File: src/rtl/bcd2bin_seq.sv
// rtl/bcd2bin_seq.sv - iterative BCD-to-binary converter (reverse double dabble)
module bcd2bin_seq #(
    parameter int DIGITS = 4,
    parameter int BIN_W  = 14
) (
    input  logic                  clk,
    input  logic                  reset,
    input  logic                  start,
    input  logic [4*DIGITS-1:0]   bcd_in,
    output logic                  busy,
    output logic                  done,
    output logic                  err,
    output logic [BIN_W-1:0]      bin_out
);
    localparam int BCD_W = 4 * DIGITS;
    localparam int SCR_W = BCD_W + BIN_W;
    localparam int CNT_W = $clog2(BIN_W + 1);

    typedef enum logic [1:0] {IDLE, CONVERT, DONE} state_t;

    state_t             state_q, state_d;
    logic [SCR_W-1:0]   scratch_q, scratch_d;
    logic [CNT_W-1:0]   cnt_q, cnt_d;
    logic               busy_q, busy_d;
    logic               done_q, done_d;
    logic               err_q, err_d;
    logic [BIN_W-1:0]   bin_q, bin_d;
    logic               bad_digit;
    logic [SCR_W-1:0]   shifted;
    logic [SCR_W-1:0]   corrected;

    always_comb begin
        bad_digit = 1'b0;
        for (int i = 0; i < DIGITS; i++) begin
            if (bcd_in[4*i +: 4] > 4'd9) bad_digit = 1'b1;
        end
    end

    // One step: shift the whole scratch right, then pull every BCD digit >= 8 back by 3.
    always_comb begin
        shifted   = scratch_q >> 1;
        corrected = shifted;
        for (int i = 0; i < DIGITS; i++) begin
            if (shifted[BIN_W + 4*i +: 4] >= 4'd8)
                corrected[BIN_W + 4*i +: 4] = shifted[BIN_W + 4*i +: 4] - 4'd3;
        end
    end

    always_comb begin
        state_d   = state_q;
        scratch_d = scratch_q;
        cnt_d     = cnt_q;
        err_d     = err_q;
        bin_d     = bin_q;
        case (state_q)
            IDLE: begin
                if (start) begin
                    if (bad_digit) begin
                        err_d   = 1'b1;
                        bin_d   = '0;
                        state_d = DONE;
                    end else begin
                        scratch_d = {bcd_in, {BIN_W{1'b0}}};
                        cnt_d     = '0;
                        err_d     = 1'b0;
                        state_d   = CONVERT;
                    end
                end
            end
            CONVERT: begin
                scratch_d = corrected;
                if (cnt_q == CNT_W'(BIN_W - 1)) begin
                    bin_d   = corrected[BIN_W-1:0];
                    cnt_d   = '0;
                    state_d = DONE;
                end else begin
                    cnt_d = cnt_q + CNT_W'(1);
                end
            end
            DONE:    state_d = IDLE;
            default: state_d = IDLE;
        endcase
        busy_d = (state_d != IDLE);
        done_d = (state_d == DONE);
    end

    always_ff @(posedge clk or posedge reset) begin
        if (reset) begin
            state_q   <= IDLE;
            scratch_q <= '0;
            cnt_q     <= '0;
            busy_q    <= 1'b0;
            done_q    <= 1'b0;
            err_q     <= 1'b0;
            bin_q     <= '0;
        end else begin
            state_q   <= state_d;
            scratch_q <= scratch_d;
            cnt_q     <= cnt_d;
            busy_q    <= busy_d;
            done_q    <= done_d;
            err_q     <= err_d;
            bin_q     <= bin_d;
        end
    end

    assign busy    = busy_q;
    assign done    = done_q;
    assign err     = err_q;
    assign bin_out = bin_q;
endmodule
File: config.mk
export PLATFORM = sky130hd
export DESIGN_NAME = bcd2bin_seq
export DESIGN_NICKNAME = d
export VERILOG_FILES = /design/src/rtl/bcd2bin_seq.sv
export SDC_FILE = /design/constraint.sdc
export NUM_CORES = 1
export LEC_CHECK = 0
export CORE_MARGIN = 1.5
export CORE_UTILIZATION = 23
export CTS_CLUSTER_DIAMETER = 120
export CTS_CLUSTER_SIZE = 20
export DETAILED_ROUTE_END_ITERATION = 7
export PLACE_DENSITY = 0.42
export SLEW_MARGIN = 5
export SYNTH_ARGS = -nofsm -noshare
export SYNTH_HDL_FRONTEND = slang
export SYNTH_SLANG_ARGS = --single-unit
File: constraint.sdc
create_clock -name clk -period 2.7 [get_ports clk]
set_input_delay 0.54 -clock clk [delete_from_list [all_inputs] [get_ports clk]]
set_output_delay 0.54 -clock clk [all_outputs]
set_load 0.05 [all_outputs]
* After elaboration in Yosys (flattened, before gate mapping)
Cells that the tools add are included.
** Operators by class
- $add $sub $neg :: 5
- Order comparisons :: 8
- Equality and inequality tests :: 7
- Mux-type cells :: 24
- Reductions and logical operators :: 6
** Operator list (number)
- two-way mux 30 bit :: 2
- one-hot mux 30 bit (2 select lines) :: 1
- two-way mux 14 bit :: 3
- two-way mux 4 bit :: 7
- one-hot mux 14 bit (2 select lines) :: 1
- > comparator 4 bit, second input constant :: 4
- greater-or-equal comparator 4 bit, second input constant :: 3
- subtractor 4 x 2 -> 4 bit, second input constant :: 3
- != test 2 bit, second input constant :: 4
- one-hot mux 4 bit (2 select lines) :: 1
- two-way mux 2 bit :: 3
- two-way mux 1 bit :: 5
- adder 4 x 1 -> 4 bit, second input constant :: 1
- == test 4 bit, second input constant :: 1
- greater-or-equal comparator 3 x 4 -> 1 bit, second input constant :: 1
- one-hot mux 2 bit (2 select lines) :: 1
- AND reduction 4 bit :: 1
- nonzero test 2 bit :: 2
- subtractor 3 x 2 -> 4 bit, second input constant :: 1
- AND reduction 3 bit :: 1
- == test 2 x 1 -> 1 bit, second input constant :: 1
- == test 2 bit, second input constant :: 1
- logical NOT 2 bit :: 1
- AND reduction 2 bit :: 1
** Storage, ports and cells
- Bits in registers :: 53
- Bits of input ports :: 19
- Output and inout bits :: 17
- Word-level logic and storage cells :: 57

* Depth between registers and ports, before layout
Gate-level depths: netlist (run 1).
- Depth after elaboration :: 9
- Mapped depth :: 7
- Mapped depth without buffers :: 6

* Worst setup path after synthesis (run 1)
Ideal clock, no wire load.
- Path kind :: input port to flip-flop
- From :: input bcd_in[14]
- To :: register scratch_q[1]
- Setup time :: 0.121 ns
- Arrival time :: 1.426 ns
- Required time :: 2.579 ns
- Setup slack :: 1.154 ns
- Stages :: 6
- Buffers on the path :: 2
- Cells stage by stage :: o21ai_2 > and4_4 > buf_6 > a21oi_4 > buf_6 > a22o_1
** On the way
- Word-level cells in the longest chain between the ends :: 4
** RTL lines
- start: declaration :: RTL line 9 : input logic [4*DIGITS-1:0] bcd_in,
- > comparator 4 bit :: RTL line 35 : if (bcd_in[4*i +: 4] > 4'd9) bad_digit = 1'b1;
- two-way mux 1 bit :: RTL line 35
- != test 2 bit (no source line)
- AND reduction 3 bit (no source line)
- end signal: assignment :: RTL line 98 : scratch_q <= scratch_d;
- end: declaration :: RTL line 22 : logic [SCR_W-1:0] scratch_q, scratch_d;
Every way passes these cells.
A chain may end at the register's enable or synchronous reset.

* Worst setup path in the final report (run 1)
- From :: register bin_q[13] (netlist: bin_out[13])
- To :: output bin_out[13]
** RTL lines
- start: declaration :: RTL line 27 : logic [BIN_W-1:0] bin_q, bin_d;
- start signal: assignment :: RTL line 103 : bin_q <= bin_d;
- end: declaration :: RTL line 13 : output logic [BIN_W-1:0] bin_out
No word-level cell between the ends.

==> results of run 1 <==
[metrics by stage]
stage          worst slack (ps)  hold slack (ps)
2_1_floorplan               902              466
3_5_place_dp                448              487
4_1_cts                     615              520
6_report                    640              509
5_1_grt                     596              532
3_3_place_gp                474              492
[layout by cell type, fill, tap and decap left out, drive strengths merged, types with 2 or more instances in the layout]
cell	count
clkbuf	5
clkdlybuf4s50	35
nor2	7
xnor2	6
nand4	2
a32oi	2
a21o	2
nor2b	4
nand3	9
nor3	2
a22oi	9
o21ai	18
a21oi	7
a22o	27
mux2i	3
buf	10
inv	16
nand2b	2
nand2	2
dfrtp	52
a31oi	13
ha	8
[sequential cells by signal, indices dropped and copies added (netlist names)]
name	cells
busy	1
scratch_q	29
state_q	2
bin_out	14
err	1
done	1
cnt_q	4
[cell families after synthesis]
kind of cell	count (synthesis)	synth area share
xor gates and xnor gates	6	0.0216
buffers and inverters	27	0.0545
DFF	52	0.534
and+or+nand+nor	32	0.0709
AOI/OAI and AO/OA	85	0.261
adders and majority gates	8	0.0411
muxes	4	0.0170
[power by group through the flow]
| stage | combinational [uW] | clock [uW] | sequential, uW |
|---|---|---|---|
| after floorplan | 728 | 0 | 1240 |
| after global placement | 1030 | 0 | 1240 |
| after detailed placement | 1030 | 0 | 1240 |
| after CTS | 1040 | 523 | 1230 |
| after global routing | 1160 | 552 | 1270 |
| final | 1020 | 506 | 1230 |
[how the worst max path moves through the flow]
stage | cells past startpoint | startpoint | end | slack, ps
floorplan | 1 | reset | bin_out[0] | 900
global placement | 5 | bcd_in[10] | cnt_q[3] | 470
detailed placement | 5 | bcd_in[14] | cnt_q[3] | 450
CTS | 1 | bin_out[13] | bin_out[13] | 620
global route | 1 | bin_out[13] | bin_out[13] | 600
finish | 1 | bin_out[13] | bin_out[13] | 640
[cell usage after synthesis, types with 2 or more instances]
cell / number / area share
sky130_fd_sc_hd__buf_2: 7 / 0.014
sky130_fd_sc_hd__a32oi_1: 2 / 0.0072
sky130_fd_sc_hd__a22oi_1: 9 / 0.028
sky130_fd_sc_hd__inv_1: 13 / 0.020
sky130_fd_sc_hd__a31oi_1: 13 / 0.033
sky130_fd_sc_hd__nor2b_1: 4 / 0.010
sky130_fd_sc_hd__a22o_1: 27 / 0.097
sky130_fd_sc_hd__nand2_1: 2 / 0.0031
sky130_fd_sc_hd__xnor2_1: 6 / 0.022
sky130_fd_sc_hd__nor2_1: 6 / 0.0092
sky130_fd_sc_hd__nor3_1: 2 / 0.0041
sky130_fd_sc_hd__a21o_1: 2 / 0.0062
sky130_fd_sc_hd__clkbuf_1: 3 / 0.0046
sky130_fd_sc_hd__dfrtp_1: 52 / 0.53
sky130_fd_sc_hd__ha_1: 8 / 0.041
sky130_fd_sc_hd__buf_6: 2 / 0.0092
sky130_fd_sc_hd__nand3_1: 9 / 0.018
sky130_fd_sc_hd__a21oi_1: 6 / 0.012
sky130_fd_sc_hd__o21ai_0: 13 / 0.027
sky130_fd_sc_hd__mux2i_1: 3 / 0.012
sky130_fd_sc_hd__o21ai_2: 5 / 0.018
sky130_fd_sc_hd__nand2b_1: 2 / 0.0051
sky130_fd_sc_hd__buf_4: 2 / 0.0062
sky130_fd_sc_hd__nand4_1: 2 / 0.0051
[per-layer routing]
metal | vias up | routed length (um) | global-route usage
li1 | 872 | - | -
met1 | 858 | 3010 | 0.157
met2 | 25 | 2650 | 0.170
met3 | 4 | 176 | 0.0239
met4 | 0 | 55 | 0.0290
met5 | - | 0 | 0
[final cells by class]
type | instances | area share
flip-flops and latches | 52 | 0.427
multi-input cells | 135 | 0.329
repair buffers | 45 | 0.140
well taps | 136 | 0.0559
clock buffers | 5 | 0.0226
inverters | 13 | 0.0160
clock inverters | 3 | 0.00945
==> reports/qor.json, run 1 <==
{
  "status": {"value": "complete, no violations"},
  "timing.hold.worst.class": {"value": "register to register"},
  "r2r_end": {"value": "bin_out[9]"},
  "io_pins": {"value": 36},
  "switching_power": {"value": 1090, "unit": "uW"},
  "core_area": {"value": 10300, "unit": "um^2"},
  "timing.hold.worst_path_depth": {"value": 1},
  "combinationalPowerShare": {"value": 0.370},
  "place_inst": {"value": 381},
  "internal_power": {"value": 1660, "unit": "uW"},
  "global_route.overflow_total": {"value": 0},
  "synthesis.area": {"value": 2430, "unit": "um^2"},
  "yosysWarningCount": {"value": 0},
  "start_util": {"value": 0.237},
  "maxClockFrequency": {"value": 485, "unit": "MHz"},
  "crit-reg2reg-launch": {"value": "state_q[1]"},
  "power.density_cell_area": {"value": 903, "unit": "nW/um^2"},
  "rsz_0062_raised_after_global_routing": {"value": "false"},
  "groute.usage.overall": {"value": 0.110},
  "worst_slew_margin_rel": {"value": 0.522},
  "buffer_ports.inserted": {"value": 35},
  "maxSlewViolCount": {"value": 0},
  "instances_no_fill": {"value": 389},
  "dp_hpwl": {"value": 3.91, "unit": "mm"},
  "hold_path_startpoint": {"value": "bin_out[7]"},
  "multiInputGateArea": {"value": 1000, "unit": "um^2"},
  "drt_wirelength": {"value": 5.89, "unit": "mm"},
  "synthFlopType": {"value": "sky130_fd_sc_hd__dfrtp_1"},
  "finalCriticalPeriod": {"value": 2060, "unit": "ps"},
  "ys_seq_elements": {"value": 52},
  "max_stage_delay": {"value": 820, "unit": "ps"},
  "place.gp.congestion": {"value": 0.758},
  "syn_to_final_growth": {"value": 25.1, "unit": "%"},
  "part_of_the_total_power_dissipated_in_the_clock_network": {"value": 0.184},
  "post_cts_buffers": {"value": 0},
  "fillers": {"value": 1091},
  "final_hold_viol_count": {"value": 0},
  "timing.critical_path.buf_inv": {"value": 1},
  "remaining_drc_errors": {"value": 0},
  "final_nets": {"value": 279},
  "worst-endpoint-arrival": {"value": 1520, "unit": "ps"},
  "post_cts.resized_instances": {"value": 0},
  "syn-instance-count": {"value": 214},
  "hold_path_end": {"value": "bin_out[7]"},
  "clock_tree.root_cell": {"value": "sky130_fd_sc_hd__clkbuf_8"},
  "cts_tree": {"value": "done"},
  "cts.hold.buffers_added": {"value": 0},
  "seq_power_share": {"value": 0.446},
  "post-layout-total-power": {"value": 2750, "unit": "uW"},
  "worstSkewPairLatency": {"value": 320, "unit": "ps"},
  "worstPathMaxFanout": {"value": 2},
  "cts_made_buffers": {"value": 5},
  "detail_route.first_pass.iterations": {"value": 4},
  "synth.distinct_cells": {"value": 38},
  "via_count": {"value": 1759},
  "maximum_buffer_depth_of_the_clock_tree": {"value": 2},
  "setup_tns": {"value": 0, "unit": "ps"},
  "timing.critical_path.max_delay_family": {"value": "buffers and inverters"},
  "worstSetupEndpointType": {"value": "output pin"},
  "fp-row-count": {"value": 37},
  "finalClockSkew": {"value": 15.9, "unit": "ps"},
  "post_dp_cell_area": {"value": 2950, "unit": "um^2"},
  "detail_route.vias_per_cell": {"value": 4.52},
  "criticalPathCategory": {"value": "register to output pin"},
  "postSynthAreaPerCell": {"value": 11.4, "unit": "um^2"},
  "share_of_the_clock_period_used_by_the_worst_path": {"value": 0.763},
  "drt_first_iter_violations": {"value": 56},
  "utilization": {"value": 0.296},
  "wl_per_cell": {"value": 15.2, "unit": "um"},
  "detail-route-antenna-nets": {"value": 0},
  "switching_share": {"value": 0.397},
  "synthesis.nets": {"value": 241},
  "maxCapViolations": {"value": 0},
  "sequential_cell_area": {"value": 1300, "unit": "um^2"},
  "dieHeight": {"value": 106, "unit": "um"},
  "finished_cell_area": {"value": 3050, "unit": "um^2"},
  "cts_max_level": {"value": 2},
  "clock-sinks": {"value": 52},
  "tightestPinTransition": {"value": 717, "unit": "ps"},
  "setup_viol": {"value": 0},
  "postSynth.asyncResetShare": {"value": 1.00},
  "irDropWorstVdd": {"value": 0.278, "unit": "mV"},
  "grt_start_max_net_pins": {"value": 28},
  "grt_pass1_wl": {"value": 9.65, "unit": "mm"},
  "cp_data_required_time": {"value": 2160, "unit": "ps"},
  "clkSlewWorstSetupHoldPaths": {"value": 110, "unit": "ps"},
  "start_kind": {"value": "register"},
  "rrSetupSlack": {"value": 1040, "unit": "ps"},
  "path_cells": {"value": "clkdlybuf4s50_1"},
  "die_width": {"value": 106, "unit": "um"},
  "fp.dieArea": {"value": 11200, "unit": "um^2"},
  "first_global_vias": {"value": 1791},
  "r2r.worst_path.cells": {"value": 4},
  "power.leakage": {"value": 0.00133, "unit": "uW"},
  "timing.critical_path.slowest_stage_cell": {"value": "sky130_fd_sc_hd__clkdlybuf4s50_1"},
  "antenna_violations_before_repair": {"value": 0},
  "seq_area_frac_synth": {"value": 0.534},
  "num_antenna_cells": {"value": 0},
  "drive_above_1_share": {"value": 0.123},
  "synth_edf_count": {"value": 0}
}
Power figures use the tool's default switching activity.
==> run 2: changes to the inputs <==
--- a/config.mk
+++ b/config.mk
@@ -10,7 +10,7 @@
 export CTS_CLUSTER_DIAMETER = 120
 export CTS_CLUSTER_SIZE = 20
 export DETAILED_ROUTE_END_ITERATION = 7
-export PLACE_DENSITY = 0.42
+export PLACE_DENSITY = 0.44
 export SLEW_MARGIN = 5
 export SYNTH_ARGS = -nofsm -noshare
 export SYNTH_HDL_FRONTEND = slang
==> constraint.sdc (replaced) <==
create_clock -name clk -period 1.8 [get_ports clk]
set_input_delay 0.36 -clock clk [delete_from_list [all_inputs] [get_ports clk]]
set_output_delay 0.36 -clock clk [all_outputs]
set_load 0.05 [all_outputs]
==> run 2 against run 1 <==
  * Sequential share of layout area is 0.86 points lower
  * Critical path type is now input port to register
  * Largest cell class unchanged
  * Clock skew is 4.8 ps lower
  * Highest routed layer unchanged
  * Via count is 5.6% higher
  * Worst setup slack worse by 480 ps
==> reports/qor.json, run 2 (synthesis gave the netlist of run 1 again) <==
{
  "core_area": {"value": 10300, "unit": "um^2"},
  "cts_max_level": {"value": 2},
  "worstSkewPairLatency": {"value": 310, "unit": "ps"},
  "worst-endpoint-arrival": {"value": 1850, "unit": "ps"},
  "cp_data_required_time": {"value": 2010, "unit": "ps"},
  "tightestPinTransition": {"value": 479, "unit": "ps"},
  "wl_met3": {"value": 237, "unit": "um"},
  "drt_first_iter_violations": {"value": 50},
  "cts_tree": {"value": "done"},
  "layout_commonest_cell": {"value": "sky130_fd_sc_hd__dfrtp_1"},
  "buffer_ports.inserted": {"value": 35},
  "largest_register_ff_count": {"value": 29},
  "part_of_the_total_power_dissipated_in_the_clock_network": {"value": 0.173},
  "detail_route.first_pass.iterations": {"value": 4},
  "switching_share": {"value": 0.387},
  "final_hold_viol_count": {"value": 0},
  "criticalPathCategory": {"value": "input port to register"},
  "irDropWorstVdd": {"value": 0.396, "unit": "mV"},
  "max_flop_register": {"value": "scratch_q"},
  "syn_to_final_growth": {"value": 27.7, "unit": "%"},
  "seq_power_share": {"value": 0.440},
  "maxCapViolations": {"value": 0},
  "internal_power": {"value": 2520, "unit": "uW"},
  "instances_no_fill": {"value": 400},
  "start_kind": {"value": "input port"},
  "detail_route.vias_per_cell": {"value": 4.64},
  "post_cts_buffers": {"value": 0},
  "status": {"value": "complete, no violations"},
  "groute.usage.overall": {"value": 0.113},
  "finished_cell_area": {"value": 3110, "unit": "um^2"},
  "worstSetupEndpointType": {"value": "register"},
  "power.leakage": {"value": 0.00143, "unit": "uW"},
  "finalClockSkew": {"value": 11.1, "unit": "ps"},
  "highest_count_cells_in_the_layout_ignoring_fill_and_taps": {"value": "sky130_fd_sc_hd__dfrtp_1 (52), sky130_fd_sc_hd__buf_4 (36), sky130_fd_sc_hd__a22o_1 (27), sky130_fd_sc_hd__clkdlybuf4s50_1 (18)"},
  "timing.hold.worst.class": {"value": "input port to asynchronous set/reset pin"},
  "grt_pass1_wl": {"value": 10.1, "unit": "mm"},
  "maxSlewViolCount": {"value": 0},
  "place_inst": {"value": 392},
  "maximum_buffer_depth_of_the_clock_tree": {"value": 2},
  "global_route.overflow_total": {"value": 0},
  "remaining_drc_errors": {"value": 0},
  "via_count": {"value": 1857},
  "clock-sinks": {"value": 52},
  "wl_met1": {"value": 3.01, "unit": "mm"},
  "place.gp.congestion": {"value": 0.756},
  "drive_above_1_share": {"value": 0.223},
  "combinationalPowerShare": {"value": 0.387},
  "wl_per_cell": {"value": 14.7, "unit": "um"},
  "cts.hold.buffers_added": {"value": 0},
  "top_routing_layer_in_use": {"value": "met4"},
  "clkSlewWorstSetupHoldPaths": {"value": 110, "unit": "ps"},
  "fillers": {"value": 1084},
  "antenna_violations_before_repair": {"value": 0},
  "finalCriticalPeriod": {"value": 1640, "unit": "ps"},
  "switching_power": {"value": 1600, "unit": "uW"},
  "clock_tree.root_cell": {"value": "sky130_fd_sc_hd__clkbuf_8"},
  "cts_made_buffers": {"value": 5},
  "maxClockFrequency": {"value": 610, "unit": "MHz"},
  "final_nets": {"value": 290},
  "setup_tns": {"value": 0, "unit": "ps"},
  "drt_wirelength": {"value": 5.89, "unit": "mm"},
  "first_global_vias": {"value": 1919},
  "worst_slew_margin_rel": {"value": 0.679},
  "met2_length": {"value": 2.57, "unit": "mm"},
  "worstPathMaxFanout": {"value": 9},
  "num_antenna_cells": {"value": 0},
  "die_width": {"value": 106, "unit": "um"},
  "start_util": {"value": 0.237},
  "post_dp_cell_area": {"value": 3010, "unit": "um^2"},
  "detail-route-antenna-nets": {"value": 0},
  "io_pins": {"value": 36},
  "post-layout-total-power": {"value": 4120, "unit": "uW"},
  "dieHeight": {"value": 106, "unit": "um"},
  "power.density_cell_area": {"value": 1320, "unit": "nW/um^2"},
  "grt_start_max_net_pins": {"value": 53},
  "post_cts.resized_instances": {"value": 0},
  "dp_hpwl": {"value": 3.97, "unit": "mm"},
  "share_of_the_clock_period_used_by_the_worst_path": {"value": 0.911},
  "rsz_0062_raised_after_global_routing": {"value": "false"},
  "setup_viol": {"value": 0},
  "fp-row-count": {"value": 37},
  "fp.dieArea": {"value": 11200, "unit": "um^2"}
}
[run 2: area by class of cell]
cell class | instances | area (um^2) | share of cell area
Timing Repair Buffer | 56 | 490 | 0.158
Clock inverter | 3 | 26.3 | 0.00845
Inverter | 13 | 48.8 | 0.0157
Tap cell | 136 | 170 | 0.0547
Multi-Input combinational cell | 135 | 1000 | 0.323
Sequential cell | 52 | 1300 | 0.419
Clock buffer | 5 | 68.8 | 0.0221
[run 2: routing by layer]
metal  global-route usage  vias to the layer above
met2                0.173                       42
li1                     -                      889
met1                0.160                      919
met3               0.0239                        7
met4               0.0367                        0
met5                    0                        -
[run 2: metrics by stage]
stage	hold slack [ps]	worst slack (ps)	utilization
after CTS	420	182	0.303
final	410	161	0.303
after global routing	430	117	0.303
after floorplan	466	182	-
after global placement	489	-127	0.293
after detailed placement	486	-160	0.293
[run 2: critical path: stages]
cell and delay [ps]:
sky130_fd_sc_hd__clkdlybuf4s50_1 450, sky130_fd_sc_hd__o21ai_2 240, sky130_fd_sc_hd__and4_4 290, sky130_fd_sc_hd__buf_4 170
sky130_fd_sc_hd__o221ai_1 110, sky130_fd_sc_hd__a31o_2 220
[run 2: power by group through the flow]
stage	Combinational, uW	Sequential, uW	Clock (uW)
floorplan	1090	1860	0
global placement	1600	1840	0
detailed placement	1620	1840	0
CTS	1620	1820	743
global route	1800	1880	781
finish	1590	1810	714
[run 2: final timing paths]
| kind | cells after the start | endpoint | from | slack (ps) |
|---|---|---|---|---|
| worst max-delay path | 6 | scratch_q[25] | bcd_in[6] | 160 |
| worst min-delay path | 3 | done | reset | 410 |
| worst max register to register | 4 | scratch_q[15] | state_q[1] | 270 |
| worst min register to register | 1 | bin_out[6] | bin_out[6] | 510 |
| max in group asynchronous | 3 | scratch_q[21] | reset | 1140 |
| min in group clk | 1 | bin_out[6] | bin_out[6] | 510 |
